[src/rtl/bcd_digit_serial_ctrl_if.sv]
// Operand/result bundle for the digit-serial packed-BCD add/subtract controller.
interface bcd_digit_serial_ctrl_if #(
    parameter int unsigned DIGITS = 4
);
    logic                  start;
    logic [4*DIGITS-1:0]   a;
    logic [4*DIGITS-1:0]   b;
    logic                  cin;
    logic                  sub;
    logic                  busy;
    logic                  done;
    logic [4*DIGITS-1:0]   sum;
    logic                  cout;
    logic                  err;

    modport master (
        output start, a, b, cin, sub,
        input  busy, done, sum, cout, err
    );

    modport slave (
        input  start, a, b, cin, sub,
        output busy, done, sum, cout, err
    );
endinterface

[src/rtl/bcd_digit_serial_ctrl.sv]
// Multi-digit packed-BCD adder processing one decimal digit per clock.
// Define BCD_CTRL_SUB_EN to enable ten's-complement subtraction via the sub input.
module bcd_digit_serial_ctrl #(
    parameter int unsigned DIGITS = 4
) (
    input logic                   clk,
    input logic                   rst_n,
    bcd_digit_serial_ctrl_if.slave bus
);
    localparam int unsigned IDX_W = (DIGITS > 1) ? $clog2(DIGITS) : 1;
    localparam int unsigned W     = 4 * DIGITS;

    typedef enum logic [1:0] {StIdle, StRun, StDone} state_t;

    state_t             state_q, state_d;
    logic [IDX_W-1:0]   idx_q, idx_d;
    logic               carry_q, carry_d;
    logic [W-1:0]       a_q, a_d;
    logic [W-1:0]       b_q, b_d;
    logic [W-1:0]       res_q, res_d;
    logic [W-1:0]       sum_q, sum_d;
    logic               cout_q, cout_d;
    logic               err_q, err_d;
`ifdef BCD_CTRL_SUB_EN
    logic               sub_q, sub_d;
`endif

    logic [3:0] a_dig, b_dig, bd, digit;
    logic [4:0] t;
    logic       carry_nx;
    logic       last;

    function automatic logic has_bad_digit(input logic [W-1:0] v);
        has_bad_digit = 1'b0;
        for (int i = 0; i < int'(DIGITS); i++) begin
            if (v[4*i +: 4] > 4'd9) has_bad_digit = 1'b1;
        end
    endfunction

    // Single-digit BCD stage on the currently indexed digit.
    always_comb begin
        a_dig = 4'd0;
        b_dig = 4'd0;
        for (int i = 0; i < int'(DIGITS); i++) begin
            if (idx_q == IDX_W'(i)) begin
                a_dig = a_q[4*i +: 4];
                b_dig = b_q[4*i +: 4];
            end
        end
`ifdef BCD_CTRL_SUB_EN
        bd = sub_q ? (4'd9 - b_dig) : b_dig;
`else
        bd = b_dig;
`endif
        t = {1'b0, a_dig} + {1'b0, bd} + {4'd0, carry_q};
        if (t > 5'd9) begin
            digit    = 4'(t + 5'd6);
            carry_nx = 1'b1;
        end else begin
            digit    = t[3:0];
            carry_nx = 1'b0;
        end
        last = (idx_q == IDX_W'(DIGITS - 1));
    end

    always_comb begin
        state_d = state_q;
        idx_d   = idx_q;
        carry_d = carry_q;
        a_d     = a_q;
        b_d     = b_q;
        res_d   = res_q;
        sum_d   = sum_q;
        cout_d  = cout_q;
        err_d   = err_q;
`ifdef BCD_CTRL_SUB_EN
        sub_d   = sub_q;
`endif
        unique case (state_q)
            StIdle: begin
                if (bus.start) begin
                    if (has_bad_digit(bus.a) || has_bad_digit(bus.b)) begin
                        state_d = StDone;
                        sum_d   = '0;
                        cout_d  = 1'b0;
                        err_d   = 1'b1;
                    end else begin
                        state_d = StRun;
                        a_d     = bus.a;
                        b_d     = bus.b;
                        idx_d   = '0;
                        res_d   = '0;
`ifdef BCD_CTRL_SUB_EN
                        sub_d   = bus.sub;
                        carry_d = bus.sub ? 1'b1 : bus.cin;
`else
                        carry_d = bus.cin;
`endif
                    end
                end
            end
            StRun: begin
                for (int i = 0; i < int'(DIGITS); i++) begin
                    if (idx_q == IDX_W'(i)) res_d[4*i +: 4] = digit;
                end
                carry_d = carry_nx;
                idx_d   = idx_q + 1'b1;
                if (last) begin
                    state_d = StDone;
                    sum_d   = res_d;
                    cout_d  = carry_nx;
                    err_d   = 1'b0;
                end
            end
            StDone:  state_d = StIdle;
            default: state_d = StIdle;
        endcase
    end

    always_ff @(posedge clk or negedge rst_n) begin
        if (!rst_n) begin
            state_q <= StIdle;
            idx_q   <= '0;
            carry_q <= 1'b0;
            a_q     <= '0;
            b_q     <= '0;
            res_q   <= '0;
            sum_q   <= '0;
            cout_q  <= 1'b0;
            err_q   <= 1'b0;
`ifdef BCD_CTRL_SUB_EN
            sub_q   <= 1'b0;
`endif
        end else begin
            state_q <= state_d;
            idx_q   <= idx_d;
            carry_q <= carry_d;
            a_q     <= a_d;
            b_q     <= b_d;
            res_q   <= res_d;
            sum_q   <= sum_d;
            cout_q  <= cout_d;
            err_q   <= err_d;
`ifdef BCD_CTRL_SUB_EN
            sub_q   <= sub_d;
`endif
        end
    end

    assign bus.busy = (state_q != StIdle);
    assign bus.done = (state_q == StDone);
    assign bus.sum  = sum_q;
    assign bus.cout = cout_q;
    assign bus.err  = err_q;
endmodule

[src/flat_wrapper.sv]
// flat-port wrapper written by rule: the top's interface ports become plain ports
module bcd_digit_serial_ctrl_flat 
#(
    parameter int unsigned DIGITS = 4
)
  (clk, rst_n, bus_start, bus_a, bus_b, bus_cin, bus_sub, bus_busy, bus_done, bus_sum, bus_cout, bus_err);
  bcd_digit_serial_ctrl_if #(.DIGITS(DIGITS)) bus_i ();
  input logic clk;
  input logic rst_n;
  input wire logic [$bits(bus_i.start)-1:0] bus_start;
  input wire logic [$bits(bus_i.a)-1:0] bus_a;
  input wire logic [$bits(bus_i.b)-1:0] bus_b;
  input wire logic [$bits(bus_i.cin)-1:0] bus_cin;
  input wire logic [$bits(bus_i.sub)-1:0] bus_sub;
  output wire logic [$bits(bus_i.busy)-1:0] bus_busy;
  output wire logic [$bits(bus_i.done)-1:0] bus_done;
  output wire logic [$bits(bus_i.sum)-1:0] bus_sum;
  output wire logic [$bits(bus_i.cout)-1:0] bus_cout;
  output wire logic [$bits(bus_i.err)-1:0] bus_err;
  assign bus_i.start = bus_start;
  assign bus_i.a = bus_a;
  assign bus_i.b = bus_b;
  assign bus_i.cin = bus_cin;
  assign bus_i.sub = bus_sub;
  assign bus_busy = bus_i.busy;
  assign bus_done = bus_i.done;
  assign bus_sum = bus_i.sum;
  assign bus_cout = bus_i.cout;
  assign bus_err = bus_i.err;
  bcd_digit_serial_ctrl #(.DIGITS(DIGITS)) u_core (.clk(clk), .rst_n(rst_n), .bus(bus_i));
endmodule
[config.mk]
export PLATFORM = sky130hd
export DESIGN_NAME = bcd_digit_serial_ctrl_flat
export DESIGN_NICKNAME = d
export VERILOG_FILES = /design/src/rtl/bcd_digit_serial_ctrl_if.sv /design/src/rtl/bcd_digit_serial_ctrl.sv /design/src/flat_wrapper.sv
export SDC_FILE = /design/constraint.sdc
export NUM_CORES = 1
export LEC_CHECK = 0
export CORE_UTILIZATION = 48
export DETAILED_ROUTE_END_ITERATION = 10
export MAX_ROUTING_LAYER = met4
export PLACE_DENSITY = 0.85
export SLEW_MARGIN = 25
export SYNTH_ARGS = -nofsm -noshare
export SYNTH_HDL_FRONTEND = slang
export SYNTH_SLANG_ARGS = --single-unit
[constraint.sdc]
create_clock -name clk -period 3.4 [get_ports clk]
set_input_delay 0.51 -clock clk [delete_from_list [all_inputs] [get_ports clk]]
set_output_delay 0.51 -clock clk [all_outputs]
set_load 0.01 [all_outputs]
==> flow_metrics.env <==
export IMPL_status="complete, but fails checks"
export IMPL_failed_checks="negative setup slack"
export IMPL_max_freq_ghz=0.2936
export IMPL_clk_pin_slew_ns=0.07
export IMPL_synth_nets=363
export IMPL_final_area_mm2=0.004584
export IMPL_worstSetupPathType="flip-flop to flip-flop"
export IMPL_final_common_cell="dfrtp_1"
export IMPL_min_period_over_period_pct=100.2
export IMPL_worst_slack_ns=-0.005878
export IMPL_holdBufCountCts=0
export IMPL_fp_dieH_um=86.81
export IMPL_cp_cell_sequence="buf_6, ha_4, nor2_4, a221oi_2, nor3_1, a21oi_1, fa_2, inv_2, fa_2, inv_2, ha_4, a22oi_2, buf_4, o22ai_4, nor3_4, o21ai_2"
export IMPL_die_area_mm2=0.007535
export IMPL_rows=30
export IMPL_hold_viol=0
export IMPL_reg2reg_depth=16
export IMPL_critPathSlowestCell="fa_2"
export IMPL_antenna_left=0
export IMPL_worst_pin_slew_ns=0.8473
export IMPL_fin_tns_setup_ns=-0.008126
export IMPL_vdd_drop_max_mv=0.4431
export IMPL_synth_area_leader_cell="dfrtp_1"
export IMPL_syn2layout_area_growth_pct=32.80
export IMPL_period_needed_ns=3.406
export IMPL_layout_common_cells="dfrtp_1, clkdlybuf4s50_1, o21ai_0, buf_4, nand2_1"
export IMPL_wl_per_cell_um=17.37
export IMPL_cp_start_kind="flip-flop"
export IMPL_dp_hpwl_mm=6.153
export IMPL_clockBufferDepth=2
export IMPL_viasPerCell=5.791
export IMPL_ios=57
export IMPL_grt_pass1_wl_mm=13.92
export IMPL_r2r_start="u_core.idx_q[0]"
export IMPL_arrival_ns=3.63
export IMPL_place_area_mm2=0.004249
export IMPL_crit_path_start="u_core.idx_q[0]"
export IMPL_worstPathRequired_ns=3.62
export IMPL_antenna_found_initial=0
export IMPL_p_leak_uw=0.001991
export IMPL_synth_ff_type="dfrtp_1"
export IMPL_worstSkewPairLatency_ns=0.35
export IMPL_critPathTopFamily="adder cells"
export IMPL_synth_edf_count=0
export IMPL_critPathMaxStageDelay_ns=0.53
export IMPL_async_flop_share_pct=100.0
export IMPL_max_cap_violations=0
export IMPL_reg2reg_slack_ns=-0.006
export IMPL_synth_seq_cells=67
export IMPL_synth_warnings=0
export IMPL_drv_slew=0
export IMPL_drt_total_wl_mm=8.476
export IMPL_vias=2826
export IMPL_grt_max_degree=38
export IMPL_diodes=0
export IMPL_synthTopCellsByArea="dfrtp_1, mux2_1, mux2_2"
export IMPL_synth_top_area_share_pct=48.57
export IMPL_gp_congestion=0.9663
export IMPL_finalSetupViolations=2
export IMPL_root_buffer="clkbuf_8"
export IMPL_crit_path_end_kind="flip-flop"
export IMPL_synthCells=316
export IMPL_cts_made_buffers=9
export IMPL_drtIter0Drc=168
export IMPL_overflow=0
export IMPL_drc=0
export IMPL_syn_avg_cell_area_um2=10.92
export IMPL_path_buf_inv=4
export IMPL_slew_headroom_pct=43.51
export IMPL_clock_sinks=67
export IMPL_port_buffers=55
export IMPL_floorplan_initialDensity_pct=50.26
export IMPL_drive_gt1_share_pct=25.51
export IMPL_rsz0062_at_grt="true"
export IMPL_rr_endpoint="u_core.res_q[9]"
export IMPL_cts_tree="done"
export IMPL_cts_max_level=3
export IMPL_fin_nets=436
export IMPL_dr_pass1_iters=4
export IMPL_die_w_um=86.81
export IMPL_hold_class="input port to async pin"
export IMPL_synth_distinct_cells=56
export IMPL_fin_skew_ns=0.008076
export IMPL_cp_max_fo=5
export IMPL_grt_use_total_pct=25.22
export IMPL_grt_pass1_vias=2907
export IMPL_synthesis_area_mm2=0.003452
export IMPL_synth_seq_area_share_pct=48.57
export IMPL_power_density_mw_per_mm2=907.8
export IMPL_coreArea_mm2=0.006869
[worst max-delay path by stage]
stage	endpoint	cells past startpoint	slack, ns
global route	u_core.bus.sum[9]	15	-0.18
CTS	u_core.bus.sum[1]	16	0.01
global placement	u_core.bus.sum[5]	15	-0.08
finish	u_core.res_q[9]	16	-0.006
detailed placement	u_core.bus.sum[10]	15	-0.21
floorplan	u_core.bus.sum[1]	16	-0.02
[cells in the mapped netlist, types with 3 or more instances]
library cell	count
o2111ai_1	3
a21oi_1	8
nand3_1	13
nor3b_1	3
a31oi_1	3
a221o_1	8
buf_1	3
buf_4	3
o31ai_1	11
nand2_1	22
nor2_1	10
mux2_2	16
mux2i_1	7
dfrtp_1	67
clkbuf_1	11
o21ai_0	35
ha_1	8
inv_1	8
o21ai_1	5
a211oi_1	3
mux2_1	18
nor2b_1	5
buf_2	3
[flip-flops by register name (all words and copies together), names as in the netlist]
register,count
u_core.bus.cout,1
u_core.b_q,16
u_core.bus.sum,16
u_core.carry_q,1
u_core.a_q,16
u_core.bus.err,1
u_core.res_q,12
u_core.idx_q,2
u_core.state_q,2
[repair_timing]
| item | CTS | global route |
|---|---|---|
| resized for setup | 9 | 23 |
| pin swaps | 3 | 9 |
| endpoints found under the setup margin | 22 | 22 |
| endpoints found under the hold margin | 0 | 0 |
| setup buffers | 2 | 3 |
[metrics by stage]
stage | hold WS [ns] | total power (uW) | worst slack (ns) | cells | utilization [%]
final | 0.2667 | 4162 | -0.005878 | 488 | 66.74
after global routing | 0.3277 | 4398 | -0.1756 | 488 | 66.74
after CTS | 0.2847 | 3861 | 0.01043 | 485 | 65.34
after detailed placement | 0.4684 | 3110 | -0.2084 | 469 | 61.86
after global placement | 0.4692 | 3007 | -0.07513 | 469 | 61.86
after floorplan | 0.2144 | 2533 | -0.01602 | 316 | -
[power breakdown]
group          total, uW  internal, uW  switching [uW]
Clock                640           348             292
Combinational       2460          1110            1350
Sequential          1060           963            99.2
[per-layer routing]
layer / GRT usage (%) / share of wire, % / up-vias / wire (um)
met2: 42.09 / 52 / 111 / 4374
met4: 8.788 / 1.4 / 0 / 121
li1: - / - / 1306 / -
met3: 3.905 / 5.0 / 17 / 427
met5: - / 0 / - / 0
met1: 31.22 / 42 / 1392 / 3552
[cell type report]
cell class	count	area, um2
Sequential cell	67	1677
Tap cell	96	120.1
Multi-Input combinational cell	219	1813
Inverter	10	41.29
Clock inverter	3	40.04
Fill cell	541	2285
Clock buffer	11	141.4
Timing Repair Buffer	82	752.0
[cells by family (layout without fill, tap and decap cells)]
group	count (synthesis)	count (layout)	share of synthesized area, %
DFF	67	67	48.57
muxes	41	41	13.12
xor gates and xnor gates	1	1	0.2538
and+or+nand+nor	71	71	11.27
adders and majority gates	10	10	4.060
buffers and inverters	30	106	3.697
AOI/OAI and AO/OA	96	96	19.03
(Power assumes the default switching activity.)
